$ cat src/rtl/regfile_test_driver_if.sv
// Regfile test port bundle: write controls, both read addresses, the read data
// that comes back, and the mux select that hands the regfile to the driver.
interface regfile_test_driver_if;
    logic        test;
    logic        t_ctrl_writeEnable;
    logic [4:0]  t_ctrl_writeReg;
    logic [4:0]  t_ctrl_readRegA;
    logic [4:0]  t_ctrl_readRegB;
    logic [31:0] t_data_writeReg;
    logic [31:0] t_data_readRegA;
    logic [31:0] t_data_readRegB;

    modport master (
        output test, t_ctrl_writeEnable, t_ctrl_writeReg,
        output t_ctrl_readRegA, t_ctrl_readRegB, t_data_writeReg,
        input  t_data_readRegA, t_data_readRegB
    );

    modport slave (
        input  test, t_ctrl_writeEnable, t_ctrl_writeReg,
        input  t_ctrl_readRegA, t_ctrl_readRegB, t_data_writeReg,
        output t_data_readRegA, t_data_readRegB
    );
endinterface

$ cat src/rtl/regfile_test_driver.sv
// Regfile bring-up sequencer: writes a pattern to r0..r31, reads it back on both ports, counts mismatches.
// Optional first-mismatch capture outputs are enabled by defining REGFILE_TEST_ERRLOG_EN.
module regfile_test_driver #(
    parameter logic [31:0] SEED     = 32'hA5A5_0000,
    parameter int          READ_LAT = 1
) (
    input  logic                  clock,
    input  logic                  reset,
    input  logic                  start,
    regfile_test_driver_if.master rf,
    output logic                  busy,
    output logic                  done,
    output logic                  pass,
    output logic [5:0]            err_count
`ifdef REGFILE_TEST_ERRLOG_EN
    ,
    output logic                  fail_valid,
    output logic [4:0]            fail_reg,
    output logic [31:0]           fail_data
`endif
);
    typedef enum logic [2:0] {S_IDLE, S_WRITE, S_GAP, S_READ, S_DONE} state_t;

    localparam logic [1:0] SLOT_LAST = 2'(READ_LAT);

    state_t      r_state, w_state_next;
    logic [4:0]  r_idx, w_idx_next;
    logic [1:0]  r_slot, w_slot_next;
    logic [5:0]  r_err;
    logic        r_done, r_pass;

    logic        w_start_take, w_slot_last, w_miss_a, w_miss_b;
    logic [4:0]  w_idx_b;
    logic [31:0] w_exp_a, w_exp_b;
    logic [6:0]  w_err_sum;
    logic [5:0]  w_err_next;

    function automatic logic [31:0] pattern(input logic [4:0] i);
        return SEED + ({27'd0, i} * 32'h0101_0101);
    endfunction

    // r0 is hardwired to zero, so it must read back 0 despite being written
    function automatic logic [31:0] expected(input logic [4:0] i);
        return (i == 5'd0) ? 32'd0 : pattern(i);
    endfunction

    assign w_start_take = ((r_state == S_IDLE) || (r_state == S_DONE)) && start;
    assign w_slot_last  = (r_slot == SLOT_LAST);
    assign w_idx_b      = 5'd31 - r_idx;
    assign w_exp_a      = expected(r_idx);
    assign w_exp_b      = expected(w_idx_b);
    assign w_miss_a     = (r_state == S_READ) && w_slot_last && (rf.t_data_readRegA != w_exp_a);
    assign w_miss_b     = (r_state == S_READ) && w_slot_last && (rf.t_data_readRegB != w_exp_b);
    assign w_err_sum    = {1'b0, r_err} + {6'd0, w_miss_a} + {6'd0, w_miss_b};
    assign w_err_next   = (w_err_sum > 7'd63) ? 6'd63 : w_err_sum[5:0];

    always_comb begin
        w_state_next          = r_state;
        w_idx_next            = r_idx;
        w_slot_next           = r_slot;
        busy                  = 1'b0;
        rf.test               = 1'b0;
        rf.t_ctrl_writeEnable = 1'b0;
        rf.t_ctrl_writeReg    = 5'd0;
        rf.t_ctrl_readRegA    = 5'd0;
        rf.t_ctrl_readRegB    = 5'd0;
        rf.t_data_writeReg    = 32'd0;
        case (r_state)
            S_IDLE, S_DONE: begin
                if (start) begin
                    w_state_next = S_WRITE;
                    w_idx_next   = 5'd0;
                    w_slot_next  = 2'd0;
                end
            end
            S_WRITE: begin
                busy                  = 1'b1;
                rf.test               = 1'b1;
                rf.t_ctrl_writeEnable = 1'b1;
                rf.t_ctrl_writeReg    = r_idx;
                rf.t_data_writeReg    = pattern(r_idx);
                w_idx_next            = r_idx + 5'd1;
                if (r_idx == 5'd31) begin
                    w_state_next = S_GAP;
                end
            end
            S_GAP: begin
                // keeps the r31 write from colliding with the first reads
                busy         = 1'b1;
                rf.test      = 1'b1;
                w_state_next = S_READ;
                w_idx_next   = 5'd0;
                w_slot_next  = 2'd0;
            end
            S_READ: begin
                busy               = 1'b1;
                rf.test            = 1'b1;
                rf.t_ctrl_readRegA = r_idx;
                rf.t_ctrl_readRegB = w_idx_b;
                if (w_slot_last) begin
                    w_slot_next = 2'd0;
                    w_idx_next  = r_idx + 5'd1;
                    if (r_idx == 5'd31) begin
                        w_state_next = S_DONE;
                    end
                end else begin
                    w_slot_next = r_slot + 2'd1;
                end
            end
            default: begin
                w_state_next = S_IDLE;
            end
        endcase
    end

    always_ff @(posedge clock or negedge reset) begin
        if (!reset) begin
            r_state <= S_IDLE;
            r_idx   <= 5'd0;
            r_slot  <= 2'd0;
            r_err   <= 6'd0;
            r_done  <= 1'b0;
            r_pass  <= 1'b0;
        end else begin
            r_state <= w_state_next;
            r_idx   <= w_idx_next;
            r_slot  <= w_slot_next;
            if (w_start_take) begin
                r_err  <= 6'd0;
                r_done <= 1'b0;
                r_pass <= 1'b0;
            end else begin
                r_err <= w_err_next;
                // result is published one cycle after the last compare has landed
                if (r_state == S_DONE) begin
                    r_done <= 1'b1;
                    r_pass <= (r_err == 6'd0);
                end
            end
        end
    end

    assign done      = r_done;
    assign pass      = r_pass;
    assign err_count = r_err;

`ifdef REGFILE_TEST_ERRLOG_EN
    logic        r_fail_valid;
    logic [4:0]  r_fail_reg;
    logic [31:0] r_fail_data;

    // port A wins when both ports miss in the same slot
    always_ff @(posedge clock or negedge reset) begin
        if (!reset) begin
            r_fail_valid <= 1'b0;
            r_fail_reg   <= 5'd0;
            r_fail_data  <= 32'd0;
        end else if (w_start_take) begin
            r_fail_valid <= 1'b0;
            r_fail_reg   <= 5'd0;
            r_fail_data  <= 32'd0;
        end else if (!r_fail_valid && w_miss_a) begin
            r_fail_valid <= 1'b1;
            r_fail_reg   <= r_idx;
            r_fail_data  <= rf.t_data_readRegA;
        end else if (!r_fail_valid && w_miss_b) begin
            r_fail_valid <= 1'b1;
            r_fail_reg   <= w_idx_b;
            r_fail_data  <= rf.t_data_readRegB;
        end
    end

    assign fail_valid = r_fail_valid;
    assign fail_reg   = r_fail_reg;
    assign fail_data  = r_fail_data;
`endif
endmodule

$ cat src/flat_wrapper.sv
// flat-port wrapper written by rule: the top's interface ports become plain ports
module regfile_test_driver_flat 
#(
    parameter logic [31:0] SEED     = 32'hA5A5_0000,
    parameter int          READ_LAT = 1
)
  (clock, reset, start, busy, done, pass, err_count, rf_test, rf_t_ctrl_writeEnable, rf_t_ctrl_writeReg, rf_t_ctrl_readRegA, rf_t_ctrl_readRegB, rf_t_data_writeReg, rf_t_data_readRegA, rf_t_data_readRegB);
  regfile_test_driver_if rf_i ();
  input  logic clock;
  input  logic reset;
  input  logic start;
  output logic busy;
  output logic done;
  output logic pass;
  output logic [5:0] err_count;
  output wire logic [$bits(rf_i.test)-1:0] rf_test;
  output wire logic [$bits(rf_i.t_ctrl_writeEnable)-1:0] rf_t_ctrl_writeEnable;
  output wire logic [$bits(rf_i.t_ctrl_writeReg)-1:0] rf_t_ctrl_writeReg;
  output wire logic [$bits(rf_i.t_ctrl_readRegA)-1:0] rf_t_ctrl_readRegA;
  output wire logic [$bits(rf_i.t_ctrl_readRegB)-1:0] rf_t_ctrl_readRegB;
  output wire logic [$bits(rf_i.t_data_writeReg)-1:0] rf_t_data_writeReg;
  input wire logic [$bits(rf_i.t_data_readRegA)-1:0] rf_t_data_readRegA;
  input wire logic [$bits(rf_i.t_data_readRegB)-1:0] rf_t_data_readRegB;
  assign rf_test = rf_i.test;
  assign rf_t_ctrl_writeEnable = rf_i.t_ctrl_writeEnable;
  assign rf_t_ctrl_writeReg = rf_i.t_ctrl_writeReg;
  assign rf_t_ctrl_readRegA = rf_i.t_ctrl_readRegA;
  assign rf_t_ctrl_readRegB = rf_i.t_ctrl_readRegB;
  assign rf_t_data_writeReg = rf_i.t_data_writeReg;
  assign rf_i.t_data_readRegA = rf_t_data_readRegA;
  assign rf_i.t_data_readRegB = rf_t_data_readRegB;
  regfile_test_driver #(.SEED(SEED), .READ_LAT(READ_LAT)) u_core (.clock(clock), .reset(reset), .start(start), .rf(rf_i), .busy(busy), .done(done), .pass(pass), .err_count(err_count));
endmodule
$ cat config.mk
export PLATFORM = sky130hd
export DESIGN_NAME = regfile_test_driver_flat
export DESIGN_NICKNAME = d
export VERILOG_FILES = /design/src/rtl/regfile_test_driver_if.sv /design/src/rtl/regfile_test_driver.sv /design/src/flat_wrapper.sv
export SDC_FILE = /design/constraint.sdc
export NUM_CORES = 1
export LEC_CHECK = 0
export ABC_AREA = 0
export ABC_CLOCK_PERIOD_IN_PS = 3750
export CORE_MARGIN = 1.5
export CORE_UTILIZATION = 36
export CTS_CLUSTER_DIAMETER = 100
export DETAILED_ROUTE_END_ITERATION = 16
export PLACE_DENSITY = 0.86
export SYNTH_ARGS = -nofsm -noshare
export SYNTH_HDL_FRONTEND = slang
export SYNTH_SLANG_ARGS = --single-unit
$ cat constraint.sdc
create_clock -name clock -period 3.75 [get_ports clock]
set_input_delay 0.75 -clock clock [delete_from_list [all_inputs] [get_ports clock]]
set_output_delay 0.75 -clock clock [all_outputs]
set_load 0.01 [all_outputs]
# After elaboration in Yosys (flattened, before gate mapping)
# Index checks and enable logic that the tools add are counted.
[word_totals]
inputBits = 67
reg_bits = 18
[op_classes]
n_mux = 25
n_lt_le_gt_ge = 1
mul = 2
n_reduce_logical = 17
add_sub_neg = 7
n_eq_ne = 12
[ops]
columns = ["operator", "n"]
rows = [
  ["$mux W32", 3],
  ["$add A32 B30 Y32 const A", 2],
  ["$ne A32 B32 Y1", 2],
  ["$mul A5 B25 Y30 const B", 2],
  ["$mux W5", 5],
  ["$pmux W5 S4", 1],
  ["$mux W3", 4],
  ["$mux W6", 2],
  ["$pmux W3 S4", 1],
  ["$logic_not A5 Y1", 2],
  ["$add A6 B1 Y7", 1],
  ["$add A7 B1 Y7", 1],
  ["$gt A7 B6 Y1 const B", 1],
  ["$eq A3 B2 Y1 const B", 2],
  ["$logic_not A6 Y1", 1],
  ["$mux W1", 6],
  ["$pmux W2 S3", 1],
  ["$add A5 B1 Y5 const B", 1],
  ["$eq A5 B5 Y1 const B", 1],
  ["$sub A5 B5 Y5 const A", 1],
  ["$logic_and A1 B1 Y1", 4],
  ["$mux W2", 2],
  ["$ne A2 B1 Y1 const B", 2],
  ["$ne A2 B2 Y1 const B", 2],
  ["other kinds (14)", 14],
]

# Longest topological paths before layout
# Gate-level depths: netlist (run 1).
[logic_depth]
depth_word = 10
ltp_mapped = 18
ltp_nobuf = 17

# Worst setup path after synthesis (run 1)
# No wires, ideal clock.
[synth_path]
path_type = "register -> register"
from = "register u_core.r_idx[0]"
to = "register u_core.r_err[5] (netlist: u_core.err_count[5])"
t_arrival_ps = 3871
stages_incl_launch_ff = 18
setup_ps = 126
period_less_slack_ps = 3997
setup_slack_ps = -247
required_time_ps = 3624
n_path_buf = 1
cell_sequence = "dfrtp_1 > clkbuf_1 > clkinv_1 > ha_1 > ha_1 > ha_1 > fa_1 > nor2b_1 > a2111oi_2 > nand4_1 > a2111oi_2 > nand4_1 > o21ai_1 > fa_1 > inv_1 > ha_1 > nand2b_1 > o311a_1"
[synth_between]
elab_chain_len = 10
elab_cells_between_ends = 18
classes_between = "add/sub: 5; mul: 2; order compare: 1; eq/ne: 2; mux: 4; reduce/logical: 4"
[synth_rtl]
columns = ["element", "line_no", "rtl"]
rows = [
  ["start: declaration", "regfile_test_driver.sv:27", "logic [4:0] r_idx, w_idx_next;"],
  ["start signal: assignment", "regfile_test_driver.sv:126", "r_idx <= w_idx_next;"],
  ["$mul A5 B25 Y30 or $sub A5 B5 Y5 (tied branches)", "regfile_test_driver.sv:39, regfile_test_driver.sv:49", ""],
  ["$add A32 B30 Y32 or $mul A5 B25 Y30 (tied branches)", "regfile_test_driver.sv:39", "return SEED + ({27'd0, i} * 32'h0101_0101);"],
  ["$mux W32 or $add A32 B30 Y32 (tied branches)", "regfile_test_driver.sv:44, regfile_test_driver.sv:39", ""],
  ["$ne A32 B32 Y1 or $mux W32 (tied branches)", "regfile_test_driver.sv:52, regfile_test_driver.sv:44", ""],
  ["$logic_and A1 B1 Y1 or $ne A32 B32 Y1 (tied branches)", "regfile_test_driver.sv:52, regfile_test_driver.sv:53", ""],
  ["$add A6 B1 Y7 or $logic_and A1 B1 Y1 (tied branches)", "regfile_test_driver.sv:54, regfile_test_driver.sv:53", ""],
  ["$add A7 B1 Y7 *", "regfile_test_driver.sv:54", "assign w_err_sum = {1'b0, r_err} + {6'd0, w_miss_a} + {6'd0, w_miss_b};"],
  ["$gt A7 B6 Y1", "regfile_test_driver.sv:55", "assign w_err_next = (w_err_sum > 7'd63) ? 6'd63 : w_err_sum[5:0];"],
  ["$mux W6 *", "regfile_test_driver.sv:55", ""],
  ["$mux W6 *", "regfile_test_driver.sv:128", "if (w_start_take) begin"],
  ["end signal: assignment", "regfile_test_driver.sv:133", "r_err <= w_err_next;"],
  ["end: declaration", "regfile_test_driver.sv:29", "logic [5:0] r_err;"],
]
# Mark *: on every way between the ends. The rest lies on a longest branch, timed or not.
# A chain may end at the register's enable or synchronous reset.

# Worst setup path after layout (run 1)
[layout_path]
from = "register u_core.r_idx[1]"
to = "register u_core.r_err[5] (netlist: u_core.err_count[5])"
# The elaborated chain is that of the path after synthesis.

==> results of run 1 <==
power by group through the flow:
stage / Clock, mW / Sequential [mW] / Combinational (mW)
finish: 0.159 / 0.292 / 2.12
global route: 0.169 / 0.299 / 2.30
CTS: 0.165 / 0.290 / 1.97
detailed placement: 0 / 0.295 / 1.95
global placement: 0 / 0.291 / 1.89
floorplan: 0 / 0.290 / 1.18
Yosys cell counts (4+ instances only):
library cell | n | share of area
xnor2_1 | 7 | 0.027
nor2_1 | 31 | 0.052
o2111ai_1 | 4 | 0.016
nor3_1 | 12 | 0.027
o21ai_0 | 19 | 0.042
buf_4 | 26 | 0.087
nand3_1 | 10 | 0.022
ha_1 | 12 | 0.067
nand2_1 | 28 | 0.047
nor4_1 | 6 | 0.017
o22ai_1 | 4 | 0.011
dfrtp_1 | 18 | 0.20
nor2b_1 | 7 | 0.019
inv_1 | 20 | 0.033
a21oi_1 | 15 | 0.033
nand4_1 | 5 | 0.014
clkbuf_1 | 8 | 0.013
and3_1 | 9 | 0.025
or2_2 | 4 | 0.011
metrics by stage:
stage | setup TNS (ns) | cell area [um2] | setup slack [ns]
floorplan | 0 | 2300 | 0.0134
global placement | -0.0618 | 3490 | -0.0618
detailed placement | -0.598 | 3490 | -0.181
CTS | 0 | 3550 | 0.0136
global route | -0.0989 | 3670 | -0.0989
finish | 0 | 3670 | 0.0480
layer usage:
metal | global-route usage | wire (um)
met5 | 0 | 0
met4 | 0.0763 | 153
met3 | 0.0330 | 592
met2 | 0.407 | 4070
met1 | 0.273 | 3040
sequential cells by signal (all words and copies together), names as in the netlist:
name	flops
u_core.r_slot	2
u_core.pass	1
u_core.err_count	6
u_core.done	1
u_core.r_idx	5
u_core.r_state	3
cells by family (layout without fill, tap and decap cells):
| logic type | after synthesis | in the layout |
|---|---|---|
| xor gates and xnor gates | 8 | 8 |
| other | 1 | 6 |
| adders and majority gates | 15 | 15 |
| DFF | 18 | 18 |
| and+or+nand+nor | 131 | 131 |
| buffers and inverters | 58 | 169 |
| AOI/OAI and AO/OA | 73 | 73 |
| muxes | 3 | 3 |
worst paths after layout:
check	from	endpoint
hold reg to reg	u_core.r_slot[1]	u_core.r_slot[1]
max in group asynchronous	reset	u_core.r_idx[0]
min in group asynchronous	reset	u_core.r_slot[1]
hold / removal	u_core.r_slot[1]	u_core.r_slot[1]
setup reg to reg	u_core.r_idx[1]	u_core.err_count[5]
setup / recovery	u_core.r_idx[1]	u_core.err_count[5]
critical path, delay by kind of cell, from the launching register on:
family	cells	cell delay (ns)
AOI/OAI and AO/OA	4	1.03
buffers and inverters	4	0.42
and+or+nand+nor	3	0.36
DFF	1	0.40
adders and majority gates	6	1.35
cells in the final DEF, fill, tap and decap left out, types with 7 or more instances in the layout:
cell type	n
clkdlybuf4s50_1	118
nor2_1	31
nand2_1	28
buf_4	26
inv_1	18
o21ai_0	18
dfrtp_1	16
a21oi_1	15
nor3_1	12
nand3_1	10
and3_1	9
nor2b_1	7
xnor2_1	7
area by class of cell:
class / instances / area, um2
fillers: 511 / 2320
multi-input cells: 236 / 1600
repair buffers: 144 / 1380
flip-flops and latches: 18 / 453
well taps: 75 / 93.8
inverters: 21 / 83.8
clock buffers: 4 / 55.1
what timing repair did:
| action | CTS | global route |
|---|---|---|
| setup buffers | 1 | 3 |
| pin swaps | 3 | 13 |
| setup endpoints to repair | 6 | 6 |
| resized for setup | 3 | 19 |
==> key figures, run 1 <==
Run status
  – Status: finished, final reports clean

Clock network
  – Clk_lat worst skew: between 0.2 and 0.3 ns
  – Total CTS buffers: 3
  – Sink Count: 18
  – Clock transition at path regs: 0.07 ns
  – Hold buffer count at cts: 0
  – Clock Tree Root: clkbuf_8
  – H-tree Lvls: 1
  – CTS tree: yes
  – Clock Tree Buf Depth: 2

Die
  – Core Region: 5990 um2
  – DIE HEIGHT: between 80 and 90 um
  – Die Area: around 6800 um2
  – Die X: 82.2 um
  – Initial core utilization: 0.377
  – Row count: 28
  – Boundary Pins: between 100 and 150

Synth
  – Post-Syn Area per Cell: 7.35 um2
  – XOR/XNOR Fraction of Synth Area: 0.0311
  – Syn Inst Count: a little over 300
  – EDFF count, synth: 0
  – Distinct cells, synth: 55
  – Compound-gate portion of the synthesized area: 0.222
  – Multiplexer share of the synthesized area: 0.0144
  – Largest family of logic cells by synthesized area: simple AND/OR/NAND/NOR gates
  – Adder-cell area share of the yosys netlist: 0.0932
  – Syn. warnings: 0
  – Seq/Total Area, Yosys: 0.200
  – Synth Cell Area: about 2300 um2
  – Seq cells post-synth: 18
  – Synth Area in Simple Gates: 0.297
  – Async SR Flop Fraction: 1.00
  – Main flop type after synthesis: dfrtp_1

Critical path
  – Crit-path cells: inv_2, ha_4, ha_4, ha_4, fa_1, buf_4, buf_4, nand2b_1, a31oi_1, a2111oi_2, nand4_1, o21ai_2, fa_2, inv_2, ha_4, nand2b_4, o311a_1
  – Startpoint Class: register
  – CP Capture Type: register
  – Worst r2r path cells: 17
  – Slowest stage delay, CP: about 0.46 ns
  – CP Data Required Time: roughly 4 ns
  – Crit path max-delay cell type: fa_1
  – Crit Path Category: register to register
  – Most frequent CP cell: ha_4
  – Arrival time worst endpoint: roughly 3.8 ns
  – Worst reg-to-reg setup slack: between 0.04 and 0.05 ns
  – CP max FO: 4

GRT
  – Largest net degree at the start of global routing: 19
  – Grt ovf: 0
  – First-pass GRT wire length: 11,800 um
  – Initial antenna violation count: 0
  – Vias in the first global route: around 2,500
  – All-Layer GR Usage: 0.226

Layout
  – Final Util: 0.612
  – Share of layout cells above drive strength 1: 0.142
  – P&R area growth vs syn: 62.5%
  – Post-route insts no fill: 498
  – Antenna fix cells: 0
  – Final layout net count: just over 500

Power
  – Total chip power: around 2.6 mW
  – Clock share of power: 0.062
  – Pleak: 1.46 nW
  – PD cells: between 700 and 800 nW/um2
  – Sw Share: 0.439
  – Peak supply drop: 0.000542 V
  – Flop pwr share: 0.114
  – Internal: ~1.4 mW
  – NetSw: about 1.1 mW
  – Logic pwr share: 0.824

STA
  – Setup-failing EPs final: 0
  – Slew Limit Headroom: 0.463
  – Slew @ Worst Pin: between 0.8 and 0.9 ns
  – Final Max Slew Viols: 0
  – RSZ-0062 raised after global routing: yes
  – Hold WS: approximately 0.52 ns
  – Fmax: approximately 270 MHz
  – Ratio of final minimum period to clock period: 0.987
  – Min Tclk post-route: between 3 and 4 ns
  – Final Hold Vio Count: 0
  – Clock skew: between 0.003 and 0.004 ns

Worst hold path
  – Worst Hold Class: register to register
  – Hold path cells: 1

Routing
  – First-pass DRT Iterations: 5
  – Detailed Route Iter0 Violations: 212
  – Via density: roughly 5.6
  – Routed wire length: 7860 um
  – Via count: roughly 2,800
  – Drt drc: 0
  – Wire per inst: ~16 um
  – Final ANT Viol Nets: 0

Place
  – DPL Wire Length: 6230 um
  – Placed Instances: 490
  – PortBufs: 118
  – GP Congestion: around 0.90

Job
  – Total of max-cap violations: 0
(Power assumes the default switching activity.)
==> inputs of run 2 (changes only) <==
ABC_AREA = 1   (was 0)
CAP_MARGIN = 20   (was unset)
CORE_ASPECT_RATIO = 0.5   (was unset)
PLACE_DENSITY = 0.85   (was 0.86)
==> key figures, run 2 <==
Layout
  – Antenna fix cells: 0 (unchanged)
  – Commonest non-fill, non-tap cell in the layout: clkdlybuf4s50_1 (unchanged)
  – Commonest non-fill, non-tap cells in the layout: 118 x clkdlybuf4s50_1, 103 x nand2_1, 67 x nor2_1, 43 x inv_1, 22 x nand3_1 (was 118 x clkdlybuf4s50_1, 31 x nor2_1, 28 x nand2_1, 26 x buf_4)
  – P&R area growth vs syn: 54.0% (was 62.5%)
  – Largest register FFs: 6 (unchanged)
  – Final layout net count: 566 (was 506)
  – Final Util: 0.579 (was 0.612)
  – Post-route cell area: 3550 um2 (was 3670 um2)
  – Multi-input combinational cell area: 1480 um2 (was 1600 um2)
  – Fill cell count: 556 (was 511)
  – Share of layout cells above drive strength 1: 0.0580 (was 0.142)
  – Register area: 450 um2 (was 453 um2)

Synth
  – Seq/Total Area, Yosys: 0.195 (was 0.200)
  – Synth Cell Area: 2310 um2 (was 2260 um2)
  – Synth top area share: 0.195 (was 0.200)
  – Seq cells post-synth: 18 (unchanged)
  – Syn. warnings: 0 (unchanged)
  – List of most frequent post-synthesis cells: 104 x nand2_1, 69 x nor2_1, 43 x inv_1 (was 31 x nor2_1, 28 x nand2_1, 26 x buf_4)
  – Syn Inst Count: 379 (was 307)
  – Main flop type after synthesis: dfrtp_1 (unchanged)
  – Async SR Flop Fraction: 1.00 (unchanged)
  – Post-Syn Area per Cell: 6.09 um2 (was 7.35 um2)
  – Distinct cells, synth: 34 (was 55)
  – Cell with the most instances after synthesis: nand2_1 (was nor2_1)
  – Synth area leader: dfrtp_1 (unchanged)
  – Top post-synthesis cells by area: dfrtp_1 20%, nand2_1 17%, nor2_1 11% (was dfrtp_1 20%, buf_4 8.7%, ha_1 6.7%)
  – EDFF count, synth: 0 (unchanged)

Routing
  – Routed wire length: 6990 um (was 7860 um)
  – Detailed Route Iter0 Violations: 165 (was 212)
  – Via density: 4.68 (was 5.63)
  – Via count: 2,671 (was 2,805)
  – First-pass DRT Iterations: 6 (was 5)
  – Drt drc: 0 (unchanged)
  – Wire per inst: 12.2 um (was 15.8 um)
  – Final ANT Viol Nets: 0 (unchanged)

Critical path
  – CP Depth: 19 (was 17)
  – CP max FO: 9 (was 4)
  – FF-to-FF Start: u_core.r_idx[0] (was u_core.r_idx[1])
  – Crit-path cells: buf_4, ha_1, ha_1, ha_1, fa_1, nand2_1, nand2_1, o21ai_1, nand2_1, nor2_1, nand3_1, nand2_1, fa_1, inv_1, ha_1, nand3_1, nor2_2, nand2_2, a21oi_2 (was inv_2, ha_4, ha_4, ha_4, fa_1, buf_4, buf_4, nand2b_1, a31oi_1, a2111oi_2, nand4_1, o21ai_2, fa_2, inv_2, ha_4, nand2b_4, o311a_1)
  – CP Capture Type: register (unchanged)
  – Crit path max-delay cell type: fa_1 (unchanged)
  – Buf/Inv on CP: 2 (was 4)
  – Worst reg-to-reg setup slack: 0.22 ns (was 0.05 ns)
  – Worst Setup SP: u_core.r_idx[0] (was u_core.r_idx[1])
  – Worst r2r path cells: 19 (was 17)
  – Arrival time worst endpoint: 3.71 ns (was 3.84 ns)
  – R2R Path End: u_core.err_count[3] (was u_core.err_count[5])
  – Crit Path Category: register to register (unchanged)
  – Slowest stage delay, CP: 0.52 ns (was 0.46 ns)
  – CP Data Required Time: 3.93 ns (was 3.89 ns)
  – Startpoint Class: register (unchanged)
  – Cell family contributing the most delay on the critical path: adder cells (unchanged)
  – CP Capture Point: u_core.err_count[3] (was u_core.err_count[5])

Power
  – Pleak: 1.73 nW (was 1.46 nW)
  – Peak supply drop: 0.000256 V (was 0.000542 V)
  – Logic pwr share: 0.214 (was 0.824)
  – NetSw: 0.110 mW (was 1.13 mW)
  – Clock share of power: 0.429 (was 0.062)
  – PD cells: 153 nW/um2 (was 701 nW/um2)
  – Sw Share: 0.202 (was 0.439)
  – Internal: 0.434 mW (was 1.44 mW)
  – Flop pwr share: 0.358 (was 0.114)

Clock network
  – Clock Tree Buf Depth: 2 (unchanged)
  – Sink Count: 18 (unchanged)
  – H-tree Lvls: 1 (unchanged)
  – CTS tree: yes (unchanged)
  – Setup bufs post-CTS: 0 (was 1)
  – Total CTS buffers: 3 (unchanged)
  – Clock Tree Root: clkbuf_16 (was clkbuf_8)
  – Clock transition at path regs: 0.05 ns (was 0.07 ns)
  – Clk_lat worst skew: 0.25 ns (was 0.26 ns)

STA
  – Min Tclk post-route: 3.53 ns (was 3.70 ns)
  – Slew @ Worst Pin: 0.798 ns (was 0.802 ns)
  – Slew Limit Headroom: 0.466 (was 0.463)
  – Final Max Slew Viols: 0 (unchanged)
  – Hold WS: 0.529 ns (was 0.517 ns)
  – Clock skew: 0.000937 ns (was 0.00365 ns)
  – Ratio of final minimum period to clock period: 0.942 (was 0.987)
  – Final Hold Vio Count: 0 (unchanged)
  – Setup_tns: 0 ns (unchanged)
  – Setup-failing EPs final: 0 (unchanged)
  – Fmax: 283 MHz (was 270 MHz)
  – Worst setup margin: 0.216 ns (was 0.0480 ns)

Place
  – DPL Wire Length: 5640 um (was 6230 um)
  – PortBufs: 118 (unchanged)
  – Pre-CTS WS: 0.222 ns (was -0.181 ns)
  – GP Congestion: 0.879 (was 0.904)
  – Dpl cell area: 3450 um2 (was 3490 um2)

GRT
  – Grt ovf: 0 (unchanged)
  – Largest net degree at the start of global routing: 28 (was 19)
  – First-pass GRT wire length: 11,200 um (was 11,800 um)
  – All-Layer GR Usage: 0.205 (was 0.226)
  – Vias in the first global route: 2,452 (was 2,538)
  – Initial antenna violation count: 0 (unchanged)

Die
  – Initial core utilization: 0.376 (was 0.377)
  – Die X: 116 um (was 82.2 um)
  – Boundary Pins: 125 (unchanged)
  – Die Area: 6930 um2 (was 6750 um2)
  – DIE HEIGHT: 59.6 um (was 82.2 um)
  – Row count: 20 (was 28)
  – Core Region: 6130 um2 (was 5990 um2)

Job
  – Total of max-cap violations: 0 (unchanged)

Worst hold path
  – Worst Hold Class: register to register (unchanged)

Run status
  – Status: finished, final reports clean (unchanged)
run 2: cell count changes in the layout (fill, tap and decap cells not counted), moves of 5 or more:
cell     before  now
inv_1        18   43
a21oi_1      15   10
nor4_1        6    1
buf_4        26    9
nand3_1      10   22
nand2_1      28  103
ha_4          5    0
nor2_1       31   67
nor3_1       12    4
and3_1        9    0
xor2_1        1    6
ha_1          3   11
nor2b_1       7    0
run 2: worst min-delay path, stage by stage, from the launching register on:
cell     delay (ns)
dfrtp_1        0.38
inv_1          0.07
nor2_1         0.04
run 2: worst min path at each step:
stage          cells after the start  slack, ns               end        startpoint
2_1_floorplan                      0       0.45       u_core.done             reset
3_3_place_gp                       2       0.50  u_core.r_slot[1]  u_core.r_slot[1]
3_5_place_dp                       2       0.51  u_core.r_slot[1]  u_core.r_slot[1]
4_1_cts                            2       0.52  u_core.r_slot[1]  u_core.r_slot[1]
5_1_grt                            2       0.54  u_core.r_slot[1]  u_core.r_slot[1]
6_report                           2       0.53  u_core.r_slot[1]  u_core.r_slot[1]
run 2: what timing repair did:
action / CTS / global route
hold buffers: 0 / 0
setup endpoints to repair: 0 / 4
resized for setup: 0 / 6
run 2: metrics by stage:
stage	std cells	total power, mW
after CTS	571	0.546
after detailed placement	567	0.314
after global routing	571	0.570
final	571	0.543
after floorplan	384	0.235
after global placement	567	0.312
run 2: layout make-up:
cell class / count / area share
timing repair buffer: 127 / 0.352
multi-input combinational: 288 / 0.417
sequential: 18 / 0.127
inverter: 46 / 0.0486
clock buffer: 4 / 0.0250
tap: 88 / 0.0310
run 2: power by group through the flow:
stage | sequential, mW | combinational, mW | clock (mW)
final | 0.194 | 0.116 | 0.233
after global routing | 0.194 | 0.129 | 0.247
after CTS | 0.194 | 0.116 | 0.235
after floorplan | 0.198 | 0.0376 | 0
after detailed placement | 0.198 | 0.116 | 0
after global placement | 0.198 | 0.114 | 0
run 2: logic make-up after synthesis:
group,after synthesis,share of synthesized area
other,1,0.00163
xor gates and xnor gates,12,0.0456
AOI/OAI and AO/OA,40,0.0949
buffers and inverters,78,0.178
DFF,18,0.195
adders and majority gates,15,0.0911
and+or+nand+nor,215,0.393
run 2: routing by layer:
layer	up-vias	wire length [um]	track usage
met5	-	0	0
met4	0	68	0.0488
met3	6	474	0.0266
met2	97	3290	0.349
met1	1202	3150	0.282
li1	1366	-	-
